**src/rtl/ship_sprite_blitter_if.sv**
```systemverilog
// Request, sprite ROM and framebuffer signals of the ship sprite blitter.
// The blitter takes the master view; the environment takes the slave view.
interface ship_sprite_blitter_if;
    logic        start;
    logic [9:0]  pos_x;
    logic [9:0]  pos_y;
    logic        erase;
    logic [7:0]  rom_addr;
    logic [15:0] rom_data;
    logic        fb_we;
    logic [9:0]  fb_x;
    logic [9:0]  fb_y;
    logic        fb_data;
    logic        fb_ready;
    logic        busy;
    logic        done;

    modport master (
        input  start, pos_x, pos_y, erase, rom_data, fb_ready,
        output rom_addr, fb_we, fb_x, fb_y, fb_data, busy, done
    );

    modport slave (
        output start, pos_x, pos_y, erase, rom_data, fb_ready,
        input  rom_addr, fb_we, fb_x, fb_y, fb_data, busy, done
    );
endinterface

```
**src/rtl/ship_sprite_blitter.sv**
```systemverilog
// Draws a 16-pixel-wide sprite from a combinational ROM into a 1-bit
// framebuffer, one pixel per accepted write, clipping at the screen edge.
module ship_sprite_blitter #(
    parameter int SPRITE_ROWS = 8,
    parameter int SCREEN_W    = 640,
    parameter int SCREEN_H    = 480
) (
    input  logic                          clk_i,
    input  logic                          rst_i,
    ship_sprite_blitter_if.master         bus
);
    typedef enum logic [1:0] {
        S_IDLE,
        S_FETCH,
        S_DRAW,
        S_DONE
    } state_t;

    localparam logic [7:0] LAST_ROW = 8'(SPRITE_ROWS - 1);

    state_t      state_q, state_d;
    logic [7:0]  row_q, row_d;
    logic [3:0]  col_q, col_d;
    logic [9:0]  pos_x_q, pos_x_d;
    logic [9:0]  pos_y_q, pos_y_d;
    logic        erase_q, erase_d;
    logic [15:0] bits_q, bits_d;

    logic [10:0] px;
    logic [10:0] py;
    logic        vis;
    logic        adv;

    always_ff @(posedge clk_i) begin
        if (rst_i) begin
            state_q <= S_IDLE;
            row_q   <= '0;
            col_q   <= '0;
            pos_x_q <= '0;
            pos_y_q <= '0;
            erase_q <= 1'b0;
            bits_q  <= '0;
        end else begin
            state_q <= state_d;
            row_q   <= row_d;
            col_q   <= col_d;
            pos_x_q <= pos_x_d;
            pos_y_q <= pos_y_d;
            erase_q <= erase_d;
            bits_q  <= bits_d;
        end
    end

    // Coordinates are 11 bits wide so sprites hanging off the right or
    // bottom edge compare correctly instead of wrapping.
    always_comb begin
        px  = {1'b0, pos_x_q} + {7'b0, col_q};
        py  = {1'b0, pos_y_q} + {3'b0, row_q};
        vis = (px < 11'(SCREEN_W)) && (py < 11'(SCREEN_H));
        adv = !vis || bus.fb_ready;
    end

    always_comb begin
        state_d = state_q;
        row_d   = row_q;
        col_d   = col_q;
        pos_x_d = pos_x_q;
        pos_y_d = pos_y_q;
        erase_d = erase_q;
        bits_d  = bits_q;
        unique case (state_q)
            S_IDLE: begin
                if (bus.start) begin
                    pos_x_d = bus.pos_x;
                    pos_y_d = bus.pos_y;
                    erase_d = bus.erase;
                    row_d   = '0;
                    col_d   = '0;
                    state_d = S_FETCH;
                end
            end
            S_FETCH: begin
                bits_d  = bus.rom_data;
                col_d   = '0;
                state_d = S_DRAW;
            end
            S_DRAW: begin
                if (adv) begin
                    if (col_q == 4'd15) begin
                        if (row_q == LAST_ROW) begin
                            state_d = S_DONE;
                        end else begin
                            row_d   = row_q + 8'd1;
                            state_d = S_FETCH;
                        end
                    end else begin
                        col_d = col_q + 4'd1;
                    end
                end
            end
            S_DONE: state_d = S_IDLE;
            default: state_d = S_IDLE;
        endcase
    end

    always_comb begin
        bus.rom_addr = '0;
        bus.fb_we    = 1'b0;
        bus.fb_x     = '0;
        bus.fb_y     = '0;
        bus.fb_data  = 1'b0;
        bus.busy     = (state_q != S_IDLE);
        bus.done     = (state_q == S_DONE);
        if (state_q == S_FETCH || state_q == S_DRAW) begin
            bus.rom_addr = row_q;
        end
        // Column 0 is the MSB, so the bit index is 15 - col, i.e. ~col.
        if (state_q == S_DRAW && vis) begin
            bus.fb_we   = 1'b1;
            bus.fb_x    = px[9:0];
            bus.fb_y    = py[9:0];
            bus.fb_data = bits_q[~col_q] & ~erase_q;
        end
    end
endmodule

```
**src/flat_wrapper.sv**
```systemverilog
// flat-port wrapper written by rule: the top's interface ports become plain ports
module ship_sprite_blitter_flat 
#(
    parameter int SPRITE_ROWS = 8,
    parameter int SCREEN_W    = 640,
    parameter int SCREEN_H    = 480
)
  (clk_i, rst_i, bus_start, bus_pos_x, bus_pos_y, bus_erase, bus_rom_data, bus_fb_ready, bus_rom_addr, bus_fb_we, bus_fb_x, bus_fb_y, bus_fb_data, bus_busy, bus_done);
  ship_sprite_blitter_if bus_i ();
  input  logic clk_i;
  input  logic rst_i;
  input wire logic [$bits(bus_i.start)-1:0] bus_start;
  input wire logic [$bits(bus_i.pos_x)-1:0] bus_pos_x;
  input wire logic [$bits(bus_i.pos_y)-1:0] bus_pos_y;
  input wire logic [$bits(bus_i.erase)-1:0] bus_erase;
  input wire logic [$bits(bus_i.rom_data)-1:0] bus_rom_data;
  input wire logic [$bits(bus_i.fb_ready)-1:0] bus_fb_ready;
  output wire logic [$bits(bus_i.rom_addr)-1:0] bus_rom_addr;
  output wire logic [$bits(bus_i.fb_we)-1:0] bus_fb_we;
  output wire logic [$bits(bus_i.fb_x)-1:0] bus_fb_x;
  output wire logic [$bits(bus_i.fb_y)-1:0] bus_fb_y;
  output wire logic [$bits(bus_i.fb_data)-1:0] bus_fb_data;
  output wire logic [$bits(bus_i.busy)-1:0] bus_busy;
  output wire logic [$bits(bus_i.done)-1:0] bus_done;
  assign bus_i.start = bus_start;
  assign bus_i.pos_x = bus_pos_x;
  assign bus_i.pos_y = bus_pos_y;
  assign bus_i.erase = bus_erase;
  assign bus_i.rom_data = bus_rom_data;
  assign bus_i.fb_ready = bus_fb_ready;
  assign bus_rom_addr = bus_i.rom_addr;
  assign bus_fb_we = bus_i.fb_we;
  assign bus_fb_x = bus_i.fb_x;
  assign bus_fb_y = bus_i.fb_y;
  assign bus_fb_data = bus_i.fb_data;
  assign bus_busy = bus_i.busy;
  assign bus_done = bus_i.done;
  ship_sprite_blitter #(.SPRITE_ROWS(SPRITE_ROWS), .SCREEN_W(SCREEN_W), .SCREEN_H(SCREEN_H)) u_core (.clk_i(clk_i), .rst_i(rst_i), .bus(bus_i));
endmodule
```
**config.mk**
```make
export PLATFORM = sky130hd
export DESIGN_NAME = ship_sprite_blitter_flat
export DESIGN_NICKNAME = d
export VERILOG_FILES = /design/src/rtl/ship_sprite_blitter_if.sv /design/src/rtl/ship_sprite_blitter.sv /design/src/flat_wrapper.sv
export SDC_FILE = /design/constraint.sdc
export NUM_CORES = 1
export LEC_CHECK = 0
export CAP_MARGIN = 20
export CORE_UTILIZATION = 54
export DETAILED_ROUTE_END_ITERATION = 16
export HOLD_SLACK_MARGIN = 0.06
export PLACE_DENSITY = 0.85
export SYNTH_ARGS = -nofsm -noshare
export SYNTH_HDL_FRONTEND = slang
export SYNTH_SLANG_ARGS = --single-unit
```
**constraint.sdc**
```tcl
create_clock -name clk_i -period 7.6 [get_ports clk_i]
set_clock_uncertainty 0.15 [all_clocks]
set_input_delay 2.28 -clock clk_i [delete_from_list [all_inputs] [get_ports clk_i]]
set_output_delay 2.28 -clock clk_i [all_outputs]
set_load 0.02 [all_outputs]
```
==> Word-level counts from Yosys, hierarchy flattened <==
Cells that the tools add are included.
{ "op_classes": {"add_sub_neg": 4, "n_mul": 0, "div": 0, "order_cmp": 3, "eq_ne": 10, "shifts": 0, "muxes": 21, "n_bitwise": 3, "reduce_logical": 13} }
{ "op_table": {"columns": ["cell", "count"], "rows": [
  ["$mux W8", 5],
  ["$mux W10", 2],
  ["$pmux W8 S2", 1],
  ["$mux W4", 3],
  ["$pmux W4 S3", 1],
  ["$add A10 B4 Y11", 1],
  ["$add A10 B8 Y11", 1],
  ["$lt A11 B10 Y1 const B", 1],
  ["$lt A11 B9 Y1 const B", 1],
  ["$add A8 B1 Y8 const B", 1],
  ["$eq A8 B3 Y1 const B", 1],
  ["$mux W2", 4],
  ["$pmux W2 S4", 1],
  ["$ne A2 B2 Y1 const B", 3],
  ["$lt A4 B5 Y1 const B", 1],
  ["$reduce_and A5 Y1", 1],
  ["$add A4 B1 Y4 const B", 1],
  ["$bmux W1 S4", 1],
  ["$eq A2 B2 Y1 const B", 2],
  ["$eq A4 B4 Y1 const B", 1],
  ["$ne A2 B1 Y1 const B", 2],
  ["$not A4 Y4", 1],
  ["$reduce_and A4 Y1", 1],
  ["$reduce_bool A2 Y1", 2],
  ["11 further kinds", 15]
]} }
{ "totals": {"reg_bits": 51, "latch_bits": 0, "mem_bits_rw": 0, "mem_bits_ro": 0, "inputBits": 41, "output_inout_bits": 32, "word_cells": 61, "mem_count": 0} }

==> Depth between registers and ports, before layout <==
{ "depth": {"ltp_word": 7, "ltp_mapped": 11, "depth_no_buf": 10} }

==> Least setup slack after synthesis <==
OpenSTA, ideal clock, no wires.
{ "synth_timing": {"path_type": "reg-to-output", "from": "register u_core.row_q[0]", "to": "output port bus_fb_data", "arrival_time_ns": 2.797, "required_ns": 5.170, "slack_ns": 2.373, "stages_incl_launch_ff": 10, "n_path_buf": 1, "path_cell_list": "dfxtp_1 > ha_1 > fa_1 > a21o_1 > a221o_1 > a211oi_2 > mux2i_1 > a211o_1 > buf_2 > nor3b_1"} }
{ "synth_between": {"elab_chain_len": 5} }
{ "synth_lines": {"columns": ["element", "line", "text"], "rows": [
  ["from (decl)", "ship_sprite_blitter.sv:22", "logic [7:0] row_q, row_d;"],
  ["from (signal assigned)", "ship_sprite_blitter.sv:45", "row_q <= row_d;"],
  ["$add A10 B8 Y11", "ship_sprite_blitter.sv:58", "py = {1'b0, pos_y_q} + {3'b0, row_q};"],
  ["$lt A11 B9 Y1", "ship_sprite_blitter.sv:59", "vis = (px < 11'(SCREEN_W)) && (py < 11'(SCREEN_H));"],
  ["$logic_and A1 B1 Y1", "ship_sprite_blitter.sv:59", null],
  ["$logic_and A1 B1 Y1", "ship_sprite_blitter.sv:118", "if (state_q == S_DRAW && vis) begin"],
  ["$mux W1", "ship_sprite_blitter.sv:118", null],
  ["to (decl)", "flat_wrapper.sv:22", "output wire logic [$bits(bus_i.fb_data)-1:0] bus_fb_data;"]
]} }
Every way passes these cells.

==> Worst setup path in the final report <==
{ "layout_timing": {"from": "register u_core.col_q[0]", "to": "output port bus_fb_x[0]"} }
{ "layout_between": {"elab_chain_len": 5} }
{ "layout_lines": {"columns": ["element", "line", "text"], "rows": [
  ["from (decl)", "ship_sprite_blitter.sv:23", "logic [3:0] col_q, col_d;"],
  ["from (signal assigned)", "ship_sprite_blitter.sv:46", "col_q <= col_d;"],
  ["$add A10 B4 Y11 *", "ship_sprite_blitter.sv:57", "px = {1'b0, pos_x_q} + {7'b0, col_q};"],
  ["$lt A11 B10 Y1", "ship_sprite_blitter.sv:59", null],
  ["$logic_and A1 B1 Y1", "ship_sprite_blitter.sv:59", null],
  ["$logic_and A1 B1 Y1", "ship_sprite_blitter.sv:118", null],
  ["$mux W10 *", "ship_sprite_blitter.sv:118", null],
  ["to (decl)", "flat_wrapper.sv:20", "output wire logic [$bits(bus_i.fb_x)-1:0] bus_fb_x;"]
]} }
Mark *: on every way between the ends. The rest lies on a longest branch, timed or not.

==> run summary <==
post-cts repair resize count = 0
Final Hold Fails = 0
initial antenna violation count = 0
Worst Tran Pin Value = 0.934 ns
Synthesized Nets = 440
FF-to-FF setup slack = 3.78 ns
Synthesis Warnings = 0
Pleak = 1.50 nW
outcome = finished clean
Layout area overhead = 25.7%
CTS Buffer Depth = 2
first-pass GRT wire length = 12.6 mm
WHS = 0.319 ns
worst r2r dst = u_core.row_q[3]
die span in y = 78.2 microns
I/O pin cnt = 73
worst path arrival time = 4.11 ns
Residual DRC = 0
Core Box Area = 5540 sq um
TritonCTS Buffers = 5
Via density = 5.73
Final min period = 6.54 ns
Overflow after GRT = 0
Max-Cap Viols = 0
DIE AREA = 6110 sq um
Post-CTS Setup Bufs = 0
clock latency on the worst-skew pair = 0.31 ns
unrepaired setup endpoints after global routing = false
final max-slew violation count = 0
Worst Path Required = 5.17 ns
Pwr Total = 920 uW
largest net degree at the start of global routing = 53
mean area per synthesized cell = 8.29 sq um
# rows = 27
NumNets Final = 499
crit start category = register
largest cells by area after synthesis = dfxtp_1 33%, ha_1 7.6%, nand2_1 7.3%
htree depth = 2
Largest delay share family, worst path = compound AO/OA/AOI/OAI gates
Yosys top cell area share = 32.6%
CTS sink count = 51
FF-to-FF Start = u_core.row_q[0]
layout cells sized above 1 = 5.48%
starting density of the core = 56.6%
First DRT Iteration DRCs = 185
Hold Startpoint = u_core.pos_x_q[0]
Syn Inst Count = 378
WHS Path Cells = 2
Worst-path clk slew = 0.10 ns
Hold WC Path Type = reg -> reg
TNS Setup = 0 ns
DR WL/cell = 14.5 microns
# setup viols final = 0
TritonCTS clock tree = built
Slowest-stage cell, CP = clkdlybuf4s50_1
ys async rst share = 0%
hold path endpoint = u_core.pos_x_q[0]
Ant. Diodes = 0
critical path capture point type = primary output
RePlAce Congestion = 0.929
GRT Total Usage = 25.7%
CTS root buf = clkbuf_8
max incr delay on CP = 0.61 ns
DRT Pass-1 Iters = 4
# hold bufs at CTS = 0
pwr dens = 233 nW/um^2
port buffer count = 71
Worst Path Max Fanout = 24
vias = 2920
maximum clock rate = 153 MHz
Synth Cell Area = 3130 sq um
Synth area leader = dfxtp_1
Critical Setup Path Class = reg -> out
vias in the first global route = 2790
final WL = 7.41 mm
post-synthesis sequential area ratio = 32.6%
worst-case reg-to-reg path depth = 10
cell chain of the critical path = ha_1 -> fa_1 -> a21o_1 -> a21oi_1 -> o221a_2 -> o32ai_1 -> a211o_1 -> inv_2 -> and2_1 -> clkdlybuf4s50_1
period utilization = 86.0%
Detail Route Antenna Nets = 0
Slew headroom = 37.7%
Main synth FF type = dfxtp_1
Synth Register Bits = 51
DIE WIDTH = 78.2 microns
peak supply drop = 0.000157 V
Buf/Inv on CP = 2
Netlist cell types = 58
Post-synth EDFFs = 0
Detail Placement HPWL = 5.60 mm
==> where the power goes <==
| part | switching, mW | leakage (nW) | internal, mW |
|---|---|---|---|
| combinational | 0.222 | 1.04 | 0.172 |
| clock | 0.0968 | 0.0443 | 0.0660 |
| sequential | 0.0442 | 0.417 | 0.318 |
==> per-stage QoR <==
stage	cells	setup slack [ns]	area (sq um)	util [%]
after floorplan	378	2.37	3130	-
after global placement	502	1.59	3840	69.4
after detailed placement	502	1.46	3840	69.4
after CTS	510	1.10	3940	71.1
after global routing	510	0.812	3940	71.1
final	510	1.06	3940	71.1
==> Yosys cell counts, types with 3 or more instances <==
cell type and n:
a211oi_1 3, a21o_1 3, a21oi_1 34, a32o_1 5
and2_1 14, clkbuf_1 13, dfxtp_1 51, ha_1 19
inv_1 11, mux2i_1 22, mux4_2 5, nand2_1 61
nand3_1 8, nor2_1 40, nor3_1 8, o21ai_0 8
o21ai_1 3, or3_1 3, xnor2_1 10, xor2_1 6
==> worst max-delay path by stage <==
| stage | from | end | slack (ns) | depth (start not counted) |
|---|---|---|---|---|
| finish | u_core.col_q[0] | bus_fb_x[0] | 1.06 | 10 |
| global route | u_core.col_q[0] | bus_fb_x[0] | 0.81 | 10 |
| CTS | u_core.col_q[0] | bus_fb_x[0] | 1.10 | 10 |
| detailed placement | u_core.col_q[0] | bus_fb_x[3] | 1.46 | 10 |
| global placement | u_core.col_q[0] | bus_fb_x[0] | 1.59 | 10 |
| floorplan | u_core.row_q[0] | bus_fb_data | 2.37 | 9 |
==> metal layers <==
layer	GRT usage (%)	vias to the layer above	part of all wire (%)	routed length (microns)
li1	-	1438	-	-
met1	32.9	1362	43	3220
met2	44.1	109	49	3640
met3	4.65	11	5.9	439
met4	7.04	0	1.5	113
met5	0	-	0	0
==> placed cells by master, fill, tap and decap left out, drive strengths merged, types with 2 or more instances in the layout <==
master,instances
nand2b,2
o21ai,11
or3,3
clkbuf,5
a21oi,35
or2,2
ha,19
or4,2
and2,14
inv,12
fa,2
and3,2
o211ai,3
mux4,5
nand3,8
xor2,6
clkdlybuf4s50,70
nor2b,2
nand4,2
a211oi,5
nor3,8
xnor2,10
mux2i,22
clkinv,3
dfxtp,51
a32o,5
o2bb2ai,2
a21o,3
nand2,61
a211o,2
nor2,40
==> cells by family (layout without fill, tap and decap cells) <==
group                    count (synthesis)  after routing  synth area share [%]
AND/OR/NAND/NOR                        151            151                  21.8
AO/OA/AOI/OAI                           79             79                  17.3
adder cells (fa/ha/maj)                 21             21                  8.86
other                                    1              1                 0.120
buffers and inverters                   32             92                  4.27
XOR/XNOR                                16             16                  4.47
flip-flops                              51             51                  32.6
multiplexers                            27             27                  10.6
==> tightest hold or removal path, cell delays in order, from the launching register on <==
cell and delay [ns]:
dfxtp_1 0.33, nand2_1 0.05, a21oi_1 0.05
==> sequential cells by signal, summed over array words and instances (netlist names) <==
signal and flops:
u_core.bits_q 16, u_core.pos_x_q 10, u_core.pos_y_q 10, u_core.row_q 8, u_core.col_q 4, u_core.state_q 2
u_core.erase_q 1
==> layout make-up <==
cell class	count	area, sq um
multi-input cells	295	1980
clock buffers	5	68.8
inverters	13	48.8
repair buffers	71	706
clock inverters	3	25.0
fillers	455	1600
flip-flops and latches	51	1020
well taps	72	90.1
Note: power is estimated with default switching activity, not from simulation.
==> RTL edit (config.mk and constraints unchanged) <==
Reset style: asynchronous (`rst_i`), changed in one clocked block.
--- a/src/rtl/ship_sprite_blitter.sv
+++ b/src/rtl/ship_sprite_blitter.sv
@@ -31,7 +31,7 @@
     logic        vis;
     logic        adv;
 
-    always_ff @(posedge clk_i) begin
+    always_ff @(posedge clk_i or posedge rst_i) begin
         if (rst_i) begin
             state_q <= S_IDLE;
             row_q   <= '0;
Behaviour: differs if rst_i is asserted again (counterexample within 4 cycles, from zero or initial values and one cycle with rst_i high); with rst_i held inactive, the same outputs for 10 cycles.
==> RTL edit against the unedited design <==
Utilization fell by 0.57 points; maximum frequency rose by 2.4%; wire length fell by 1.3%; setup slack improved by 160 ps; global-route usage fell by 1.3 points; sequential cell count did not move; synthesized area rose by 5.5%; critical path depth fell by 1; design area rose by 6.0%; critical path type unchanged.
Power is not compared: it rests on default switching activity, and its combinational part moved more than twofold at a synthesized area within 25%.
==> RTL edit: results (changes against the unedited design) <==
<table>
<tr><th>Metric</th><th>Value</th></tr>
<tr><th colspan="2">Status</th></tr>
<tr><td>Result of the run</td><td>finished clean (unchanged)</td></tr>
<tr><th colspan="2">Logic synthesis</th></tr>
<tr><td>Sequential-to-total area share from yosys stat</td><td>0.3861 (was 0.3257)</td></tr>
<tr><td>Leading cell types by count after synthesis</td><td>sky130_fd_sc_hd__dfrtp_1, sky130_fd_sc_hd__mux2_2, sky130_fd_sc_hd__nor2_1 (was sky130_fd_sc_hd__nand2_1, sky130_fd_sc_hd__dfxtp_1, sky130_fd_sc_hd__nor2_1)</td></tr>
<tr><td>Share of synthesized area spent on multiplexers</td><td>0.1669 (was 0.1062)</td></tr>
<tr><td>Mapped Nets</td><td>382 (was 440)</td></tr>
<tr><td>Cell types occupying the most area after synthesis</td><td>sky130_fd_sc_hd__dfrtp_1, sky130_fd_sc_hd__mux2_2, sky130_fd_sc_hd__ha_1 (was sky130_fd_sc_hd__dfxtp_1, sky130_fd_sc_hd__ha_1, sky130_fd_sc_hd__nand2_1)</td></tr>
<tr><td>Share of flip-flops with an asynchronous set or reset after synthesis</td><td>1.000 (was 0)</td></tr>
<tr><td>Post-Synthesis Cells</td><td>320 (was 378)</td></tr>
<tr><th colspan="2">Global route</th></tr>
<tr><td>Vias in the first global route</td><td>2580 (was 2790)</td></tr>
<tr><td>Wire length of the first global-routing pass</td><td>12.13 mm (was 12.60 mm)</td></tr>
<tr><td>Aggregate global-route resource usage</td><td>0.2435 (was 0.2567)</td></tr>
<tr><th colspan="2">Critical path</th></tr>
<tr><td>Crit-path max FO</td><td>21 (was 24)</td></tr>
<tr><td>CP arrival</td><td>3950 ps (was 4110 ps)</td></tr>
<tr><th colspan="2">Placed design</th></tr>
<tr><td>Final RePlAce weighted congestion</td><td>0.8997 (was 0.9291)</td></tr>
<tr><td>Post-place setup slack</td><td>1566 ps (was 1465 ps)</td></tr>
<tr><th colspan="2">Routing</th></tr>
<tr><td>DRT Wirelength</td><td>7.316 mm (was 7.411 mm)</td></tr>
<tr><th colspan="2">Final layout</th></tr>
<tr><td>Non-filler cells in the finished layout</td><td>460 (was 510)</td></tr>
<tr><td>Final #Nets</td><td>446 (was 499)</td></tr>
<tr><th colspan="2">Worst hold path</th></tr>
<tr><td>Hold path startpoint</td><td>u_core.bits_q[12] (was u_core.pos_x_q[0])</td></tr>
<tr><th colspan="2">STA</th></tr>
<tr><td>Worst slew margin relative to its limit</td><td>0.3749 (was 0.3773)</td></tr>
</table>
-- RTL edit: layout make-up --
cell class	instances	area, um^2
Fill cell	423	1745
Clock buffer	5	68.82
Timing Repair Buffer	72	730.7
Sequential cell	51	1276
Multi-Input combinational cell	234	1884
Inverter	20	75.07
Tap cell	75	93.84
Clock inverter	3	46.29
-- RTL edit: final timing paths --
check | depth (start not counted) | slack, ps | to
min in group asynchronous | 2 | 2120 | u_core.pos_x_q[1]
max in group asynchronous | 3 | 4650 | u_core.pos_y_q[0]
worst max-delay path | 9 | 1220 | bus_fb_y[6]
worst min register to register | 1 | 360 | u_core.bits_q[12]
worst min-delay path | 1 | 360 | u_core.bits_q[12]
worst max register to register | 8 | 4110 | u_core.row_q[6]
-- RTL edit: per-layer routing --
metal  part of all wire  vias up  GRT usage  wire length [um]
li1                   -     1286          -                 -
met1               0.45     1320     0.3292              3271
met2               0.49       95     0.4051              3579
met3              0.050       12    0.03636               364
met4              0.014        0    0.06964               102
met5                  0        -          0                 0
-- RTL edit: through the flow --
step	total power [mW]	hold WS [ps]
floorplan	1.139	325.2
global placement	1.371	335.3
detailed placement	1.407	345.7
CTS	1.607	369.2
global route	1.719	375.1
finish	1.607	364.5
-- RTL edit: critical path, cell delays in order (launching register included) --
cell and delay, ps:
sky130_fd_sc_hd__dfrtp_1 520, sky130_fd_sc_hd__ha_1 290, sky130_fd_sc_hd__fa_1 440, sky130_fd_sc_hd__a21o_1 200
sky130_fd_sc_hd__a21oi_1 300, sky130_fd_sc_hd__o211a_1 180, sky130_fd_sc_hd__or2_2 100, sky130_fd_sc_hd__nand3_1 560
sky130_fd_sc_hd__nor2_1 400, sky130_fd_sc_hd__clkdlybuf4s50_1 660
-- RTL edit: kinds of logic (layout without fill, tap and decap cells) --
| kind of cell | count (synthesis) | in the layout |
|---|---|---|
| buffers and inverters | 35 | 100 |
| muxes | 44 | 44 |
| xor gates and xnor gates | 14 | 14 |
| DFF | 51 | 51 |
| other | 1 | 1 |
| adders and majority gates | 21 | 21 |
| AOI/OAI and AO/OA | 60 | 60 |
| and+or+nand+nor | 94 | 94 |
-- RTL edit: power by group through the flow --
stage          Combinational, mW  Sequential, mW  Clock [mW]
2_1_floorplan              0.671           0.468           0
3_3_place_gp               0.869           0.502           0
3_5_place_dp               0.899           0.508           0
4_1_cts                    0.906           0.502       0.199
5_1_grt                    0.986           0.522       0.210
6_report                   0.907           0.504       0.195
